## config.mk

```make
export PLATFORM = sky130hd
export DESIGN_NAME = job_ctrl
export DESIGN_NICKNAME = d
export VERILOG_FILES = /design/src/rtl/job_ctrl_pkg.sv /design/src/rtl/job_slot.sv /design/src/rtl/job_ctrl.sv
export SDC_FILE = /design/constraint.sdc
export NUM_CORES = 1
export LEC_CHECK = 0
export CORE_MARGIN = 2
export CORE_UTILIZATION = 40
export DETAILED_ROUTE_END_ITERATION = 10
export HOLD_SLACK_MARGIN = 0.1
export REMOVE_ABC_BUFFERS = 1
export SYNTH_ARGS = -nofsm -noshare
export SYNTH_HDL_FRONTEND = slang
export SYNTH_HIERARCHICAL = 1
export SYNTH_SLANG_ARGS = --single-unit
```

## constraint.sdc

```tcl
create_clock -name clk -period 4.6 [get_ports clk]
set_input_delay 0.69 -clock clk [delete_from_list [all_inputs] [get_ports clk]]
set_output_delay 0.69 -clock clk [all_outputs]
set_load 0.01 [all_outputs]
```

## src/rtl/job_ctrl_pkg.sv

```systemverilog
// Shared types for the job tracker: slot state encoding and its width.
// Optional feature macro: JOB_CTRL_SUSPEND_EN (adds the SUSPENDED state and
// widens each slot's state to 3 bits).
package job_ctrl_pkg;

`ifdef JOB_CTRL_SUSPEND_EN
    localparam int ST_W = 3;
`else
    localparam int ST_W = 2;
`endif

    typedef enum logic [ST_W-1:0] {
        ST_IDLE      = ST_W'(0),
        ST_RUNNING   = ST_W'(1),
        ST_FINISHED  = ST_W'(2),
        ST_KILLED    = ST_W'(3)
`ifdef JOB_CTRL_SUSPEND_EN
        ,ST_SUSPENDED = ST_W'(4)
`endif
    } job_state_e;

    // A slot is "live" while an await on it must keep waiting.
    function automatic logic is_live(job_state_e s);
`ifdef JOB_CTRL_SUSPEND_EN
        return (s == ST_RUNNING) || (s == ST_SUSPENDED);
`else
        return (s == ST_RUNNING);
`endif
    endfunction

endpackage

```

## src/rtl/job_slot.sv

```systemverilog
// One job slot: lifecycle FSM plus countdown counter.
// Optional feature macro: JOB_CTRL_SUSPEND_EN (suspend/resume strobes).
module job_slot
    import job_ctrl_pkg::*;
#(
    parameter int DUR_W = 8
)(
    input  logic             clk,
    input  logic             rst,
    input  logic             i_spawn,
    input  logic             i_kill,
    input  logic             i_reap,
`ifdef JOB_CTRL_SUSPEND_EN
    input  logic             i_suspend,
    input  logic             i_resume,
`endif
    input  logic [DUR_W-1:0] i_dur,
    output logic [ST_W-1:0]  o_state
);

    job_state_e       r_state;
    job_state_e       w_state_nxt;
    logic [DUR_W-1:0] r_cnt;
    logic [DUR_W-1:0] w_cnt_nxt;

    // State and counter register.
    always_ff @(posedge clk or posedge rst) begin
        if (rst) begin
            r_state <= ST_IDLE;
            r_cnt   <= '0;
        end else begin
            // NOTE: non-blocking so every slot and the await logic act on the same pre-edge state.
            r_state <= w_state_nxt;
            r_cnt   <= w_cnt_nxt;
        end
    end

    // Next-state and counter decode; a kill beats a natural finish on the same edge.
    always_comb begin
        // NOTE: defaults first so no branch leaves a signal unassigned (no latch).
        w_state_nxt = r_state;
        w_cnt_nxt   = r_cnt;
        case (r_state)
            ST_IDLE: begin
                if (i_spawn) begin
                    w_state_nxt = ST_RUNNING;
                    w_cnt_nxt   = (i_dur == '0) ? DUR_W'(1) : i_dur;
                end
            end
            ST_RUNNING: begin
                if (i_kill)
                    w_state_nxt = ST_KILLED;
`ifdef JOB_CTRL_SUSPEND_EN
                else if (i_suspend)
                    w_state_nxt = ST_SUSPENDED;
`endif
                else if (r_cnt == DUR_W'(1)) begin
                    w_state_nxt = ST_FINISHED;
                    w_cnt_nxt   = '0;
                end else
                    w_cnt_nxt = r_cnt - DUR_W'(1);
            end
            ST_FINISHED, ST_KILLED: begin
                if (i_reap)
                    w_state_nxt = ST_IDLE;
            end
`ifdef JOB_CTRL_SUSPEND_EN
            ST_SUSPENDED: begin
                if (i_kill)
                    w_state_nxt = ST_KILLED;
                else if (i_resume)
                    w_state_nxt = ST_RUNNING;
            end
`endif
            default: w_state_nxt = ST_IDLE;
        endcase
    end

    assign o_state = r_state;

endmodule

```

## src/rtl/job_ctrl.sv

```systemverilog
// Job tracker top: NUM_JOBS countdown slots with spawn allocation,
// kill/kill-all, reap, a single outstanding await and a running-job count.
// Optional feature macro: JOB_CTRL_SUSPEND_EN (suspend/resume ports).
module job_ctrl
    import job_ctrl_pkg::*;
#(
    parameter  int NUM_JOBS = 8,
    parameter  int DUR_W    = 8,
    localparam int ID_W     = $clog2(NUM_JOBS)
)(
    input  logic                     clk,
    input  logic                     rst,
    input  logic                     spawn_valid,
    input  logic [DUR_W-1:0]         spawn_dur,
    output logic                     spawn_ready,
    output logic [ID_W-1:0]          spawn_id,
    input  logic                     kill_valid,
    input  logic [ID_W-1:0]          kill_id,
    input  logic                     kill_all,
    input  logic                     reap_valid,
    input  logic [ID_W-1:0]          reap_id,
`ifdef JOB_CTRL_SUSPEND_EN
    input  logic                     suspend_valid,
    input  logic [ID_W-1:0]          suspend_id,
    input  logic                     resume_valid,
    input  logic [ID_W-1:0]          resume_id,
`endif
    input  logic                     await_valid,
    input  logic [ID_W-1:0]          await_id,
    output logic                     await_ready,
    output logic                     await_done,
    output logic [ST_W-1:0]          await_status,
    output logic [ST_W*NUM_JOBS-1:0] status,
    output logic [ID_W:0]            active_cnt
);

    job_state_e      w_state [NUM_JOBS];
    logic            w_any_idle;
    logic [ID_W-1:0] w_free_id;
    logic            w_spawn_fire;
    logic            w_await_acc;
    logic [ID_W-1:0] w_await_tgt;
    job_state_e      w_tgt_state;

    logic            r_await_busy;
    logic [ID_W-1:0] r_await_id;
    logic            r_await_done;
    job_state_e      r_await_status;

    assign w_spawn_fire = spawn_valid && w_any_idle;

    for (genvar g = 0; g < NUM_JOBS; g++) begin : g_slot
        logic [ST_W-1:0] w_slot_state;

        job_slot #(.DUR_W(DUR_W)) u_slot (
            .clk       (clk),
            .rst       (rst),
            .i_spawn   (w_spawn_fire && (w_free_id == ID_W'(g))),
            .i_kill    (kill_all || (kill_valid && (kill_id == ID_W'(g)))),
            .i_reap    (reap_valid && (reap_id == ID_W'(g))),
`ifdef JOB_CTRL_SUSPEND_EN
            .i_suspend (suspend_valid && (suspend_id == ID_W'(g))),
            .i_resume  (resume_valid && (resume_id == ID_W'(g))),
`endif
            .i_dur     (spawn_dur),
            .o_state   (w_slot_state)
        );

        assign w_state[g]              = job_state_e'(w_slot_state);
        assign status[g*ST_W +: ST_W]  = w_slot_state;
    end

    // Lowest-index IDLE slot from pre-edge state, so a slot reaped this edge is not offered.
    always_comb begin
        w_any_idle = 1'b0;
        w_free_id  = '0;
        for (int i = NUM_JOBS - 1; i >= 0; i--) begin
            if (w_state[i] == ST_IDLE) begin
                w_any_idle = 1'b1;
                w_free_id  = ID_W'(i);
            end
        end
    end

    // Popcount of RUNNING slots.
    always_comb begin
        active_cnt = '0;
        for (int i = 0; i < NUM_JOBS; i++) begin
            if (w_state[i] == ST_RUNNING)
                active_cnt = active_cnt + (ID_W + 1)'(1);
        end
    end

    assign w_await_acc = await_valid && !r_await_busy;
    assign w_await_tgt = w_await_acc ? await_id : r_await_id;
    assign w_tgt_state = w_state[w_await_tgt];

    // Await tracker: completes on the first edge that sees the target not live.
    always_ff @(posedge clk or posedge rst) begin
        if (rst) begin
            r_await_busy   <= 1'b0;
            r_await_id     <= '0;
            r_await_done   <= 1'b0;
            r_await_status <= ST_IDLE;
        end else begin
            r_await_done <= 1'b0;
            if (w_await_acc || r_await_busy) begin
                if (is_live(w_tgt_state)) begin
                    r_await_busy <= 1'b1;
                    r_await_id   <= w_await_tgt;
                end else begin
                    r_await_busy   <= 1'b0;
                    r_await_done   <= 1'b1;
                    r_await_status <= w_tgt_state;
                end
            end
        end
    end

    assign spawn_ready  = w_any_idle;
    assign spawn_id     = w_free_id;
    assign await_ready  = !r_await_busy;
    assign await_done   = r_await_done;
    assign await_status = r_await_status;

endmodule
```

==> metrics.md <==
| Metric | Value |
|---|---|
| Run status | completed |
| Peak VDD IR | 0.3459 mV |
| Fmax | 0.2252 GHz |
| Buffers added on ports | between 50 and 60 |
| CTS Root Cell | clkbuf_16 |
| Met3 wire len | 1065 um |
| Slowest CP cell | dfrtp_1 |
| I/O pin count | 52 |
| Final core area utilization | 0.4791 |
| Placed instance count | ~1100 |
| CTS tree | done |
| Most used DFF post-synth | dfrtp_1 |
| # clock sinks | 87 |
| GPL Wtd Cong | 0.9265 |
| Delay-heaviest family, CP | adder cells |
| Lkg Pwr | 3.230 nW |
| Largest fanout on the critical path | 3 |
| Max-slew headroom | 0.3268 |
| Synth unique cells | 67 |
| Post-Syn Area per Cell | 8.388 um2 |
| Vias in the first global route | approximately 6100 |
| Worst path bufs/invs | 2 |
| WL per Instance | 18.07 um |
| Actual slew at the worst max-slew pin | 1.007 ns |
| Drt initial violations | 621 |
| Max_cap viols | 0 |
| Starting density of the core | 0.4118 |
| Slew Viols, Final | 0 |
| N_diodes | 0 |
| PnR worst setup slack | 0.1593 ns |
| Final Hold Vio Count | 0 |
| Seq pwr share | 0.294 |
| Combinational share of power | 0.560 |
| Nets@finish | 925 |
| Area share of the largest cell type after synthesis | 0.3165 |
| Die Y | 135.1 um |
| TNS Setup | 0 ns |
| Core Box Area | approximately 17000 um2 |
| Final setup viols | 0 |
| Clock slew at reported path FFs | 0.07 ns |
| Hold crit path type | flop to flop |
| Switching Share | 0.4573 |
| Power density over the cells | ~680 nW/um2 |
| Area Growth Syn to Fin | 16.34% |
| DP Worst Slack | 0.02217 ns |
| Met2 Routed Length | 9006 um |
| CTS max path bufs | 2 |
| Stages on the worst setup path | 17 |
| DR top layer | met4 |
| Global-route wire length before repair | between 30000 and 40000 um |
| Share of cells above drive strength 1 | 0.1029 |
| Asr flop ratio synth | 1.000 |
| Top-count cell post-synth | dfrtp_1 |
| Yosys reg bits | 87 |
| Number of synthesized flops with an enable pin | 0 |
| Total die area | roughly 18000 um2 |
| Worst skew pair latency | 0.35 ns |
| Post-Syn Area | 6878 um2 |
| Switching power | around 2.5 mW |
| Yosys warning count | 6 |
| Cell Count, Final, Fillers Out | 1104 |
| Worst setup EP type | output pin |
| TritonRoute pass-1 iters | 4 |
| Gr ovfl total | 0 |
| Final Skew | 0.006279 ns |
| Residual DRC | 0 |
| Pint | 2.968 mW |
| H-tree levels | 3 |
| WL final | 19950 um |
| Crit start category | flop |
| Final min period | between 4 and 5 ns |
| Req. time, crit path | 3.91 ns |
| Critical Path AT | 3.75 ns |
| WL met1 | 9446 um |
| Max incr delay on CP | 0.40 ns |
| Avg Vias per Cell | 5.957 |
| Register area share after synthesis | 0.3165 |
| Post-route antenna net violation count | 0 |
| Die Width | 135.1 um |
| Crit Path Category | flop to output pin |
| Initial antenna violation count | 0 |
| Clock power share | 0.146 |
| Total track usage | 0.2237 |
| FP Rows | 47 |
| Final worst-path cycle share | 0.9654 |
| Reg2Reg Depth | 8 |
| Hold buffer count at CTS | 0 |
| Largest net degree at the start of global routing | 20 |
| Top post-synthesis cells by area | dfrtp_1 (32%), a21oi_1 (5.5%), o21ai_0 (4.3%), ha_1 (4.0%), inv_1 (3.5%) |
| Worst Hold Depth | 1 |
| Synth cell count leaders | dfrtp_1 (87), a21oi_1 (76), inv_1 (64) |
| Vias | 6576 |
| Total CTS buffers | 9 |
| Critical Path, Cell by Cell | nor2b_4 > inv_1 > ha_2 > nand3b_1 > and3_4 > a2bb2oi_2 > nand2_1 > ha_1 > nand3b_1 > mux2i_1 > a31oi_1 > and2_1 > ha_1 > mux2_2 > ha_1 > mux2_2 > clkbuf_2 |
| HPWL Detailed | around 14000 um |
| Post-Synthesis Cells | slightly above 800 |
| Top cell by count, worst path | ha_1 |
| Yosys top cell by area | dfrtp_1 |
-- layer usage --
metal | global-route usage | up-vias
met1 | 0.3226 | 3174
met2 | 0.3472 | 194
met4 | 0.08044 | 0
met5 | 0 | -
met3 | 0.02619 | 33
li1 | - | 3175
-- worst reg2reg max path: cells and delay by family, from the launching register on --
family | cells | cell delay, ns
and+or+nand+nor | 3 | 0.57
muxes | 4 | 1.70
buffers and inverters | 1 | 0.05
DFF | 1 | 0.40
-- registers in the layout (all words and copies together), names as in the netlist --
signal and cells:
r_await_busy 1, await_status 2, g_slot.u_slot/r_cnt 64, r_await_id 3, g_slot.u_slot/o_state 16, await_done 1
-- cells in the final DEF, fill, tap and decap left out, types with 10 or more instances in the layout --
master / instances
ha_1: 20
inv_1: 64
a21oi_1: 76
a211oi_1: 17
nand4_1: 10
nor2b_1: 13
o22ai_1: 10
buf_4: 21
nand2b_1: 24
a21o_1: 13
nor3_1: 26
nand2_1: 52
o221ai_1: 14
nand3_1: 34
clkdlybuf4s50_1: 48
nor2_1: 62
nand3b_1: 12
nor3b_1: 10
dfrtp_1: 86
o21ai_1: 15
o211ai_1: 15
a32oi_1: 15
o21ai_0: 59
-- power groups by stage --
stage | clock network [mW] | registers [mW] | logic, mW
3_5_place_dp | 0 | 1.60 | 3.00
4_1_cts | 0.812 | 1.59 | 3.02
5_1_grt | 0.844 | 1.67 | 3.39
6_report | 0.798 | 1.61 | 3.06
3_3_place_gp | 0 | 1.59 | 2.98
2_1_floorplan | 0 | 1.60 | 1.93
-- metrics by stage --
stage	instance area, um2	power [mW]	hold slack, ns
6_report	8001	5.470	0.4881
3_3_place_gp	7611	4.571	0.4726
3_5_place_dp	7611	4.595	0.4785
5_1_grt	8001	5.904	0.5200
2_1_floorplan	6683	3.524	0.4579
4_1_cts	7965	5.427	0.4940
-- cell families after synthesis --
| family | synth area share |
|---|---|
| buffers and inverters | 0.06385 |
| AOI/OAI and AO/OA | 0.2816 |
| adders and majority gates | 0.04166 |
| and+or+nand+nor | 0.2478 |
| xor gates and xnor gates | 0.01746 |
| muxes | 0.03111 |
| DFF | 0.3165 |
-- final cells by class --
| cell class | instances | area [um2] |
|---|---|---|
| repair buffers | 72 | 653.1 |
| clock inverters | 4 | 51.30 |
| well taps | 220 | 275.3 |
| fillers | 1655 | 8700 |
| flip-flops and latches | 87 | 2178 |
| inverters | 65 | 244.0 |
| clock buffers | 12 | 266.5 |
| multi-input cells | 644 | 4333 |
-- path summary, 6_finish.rpt --
check,start,slack [ns],endpoint
worst min-delay path,r_await_id[2]$_DFFE_PP0P_,0.49,r_await_id[2]$_DFFE_PP0P_
worst min register to register,r_await_id[2]$_DFFE_PP0P_,0.49,r_await_id[2]$_DFFE_PP0P_
worst max register to register,r_await_busy$_DFFE_PP0P_,1.80,r_await_id[0]$_DFFE_PP0P_
min in group asynchronous,rst,0.98,r_await_id[0]$_DFFE_PP0P_
max in group asynchronous,rst,3.15,g_slot[1].u_slot/o_state[1]$_DFFE_PP0P_
worst max-delay path,g_slot[1].u_slot/o_state[0]$_DFFE_PP0P_,0.16,active_cnt[1]
-- repair_timing --
| action | 4_1_cts | 5_1_grt |
|---|---|---|
| pin swaps | 3 | 5 |
| setup endpoints to repair | 3 | 3 |
| gates resized for setup | 10 | 14 |
| setup buffers | 0 | 2 |
(Power assumes the default switching activity.)
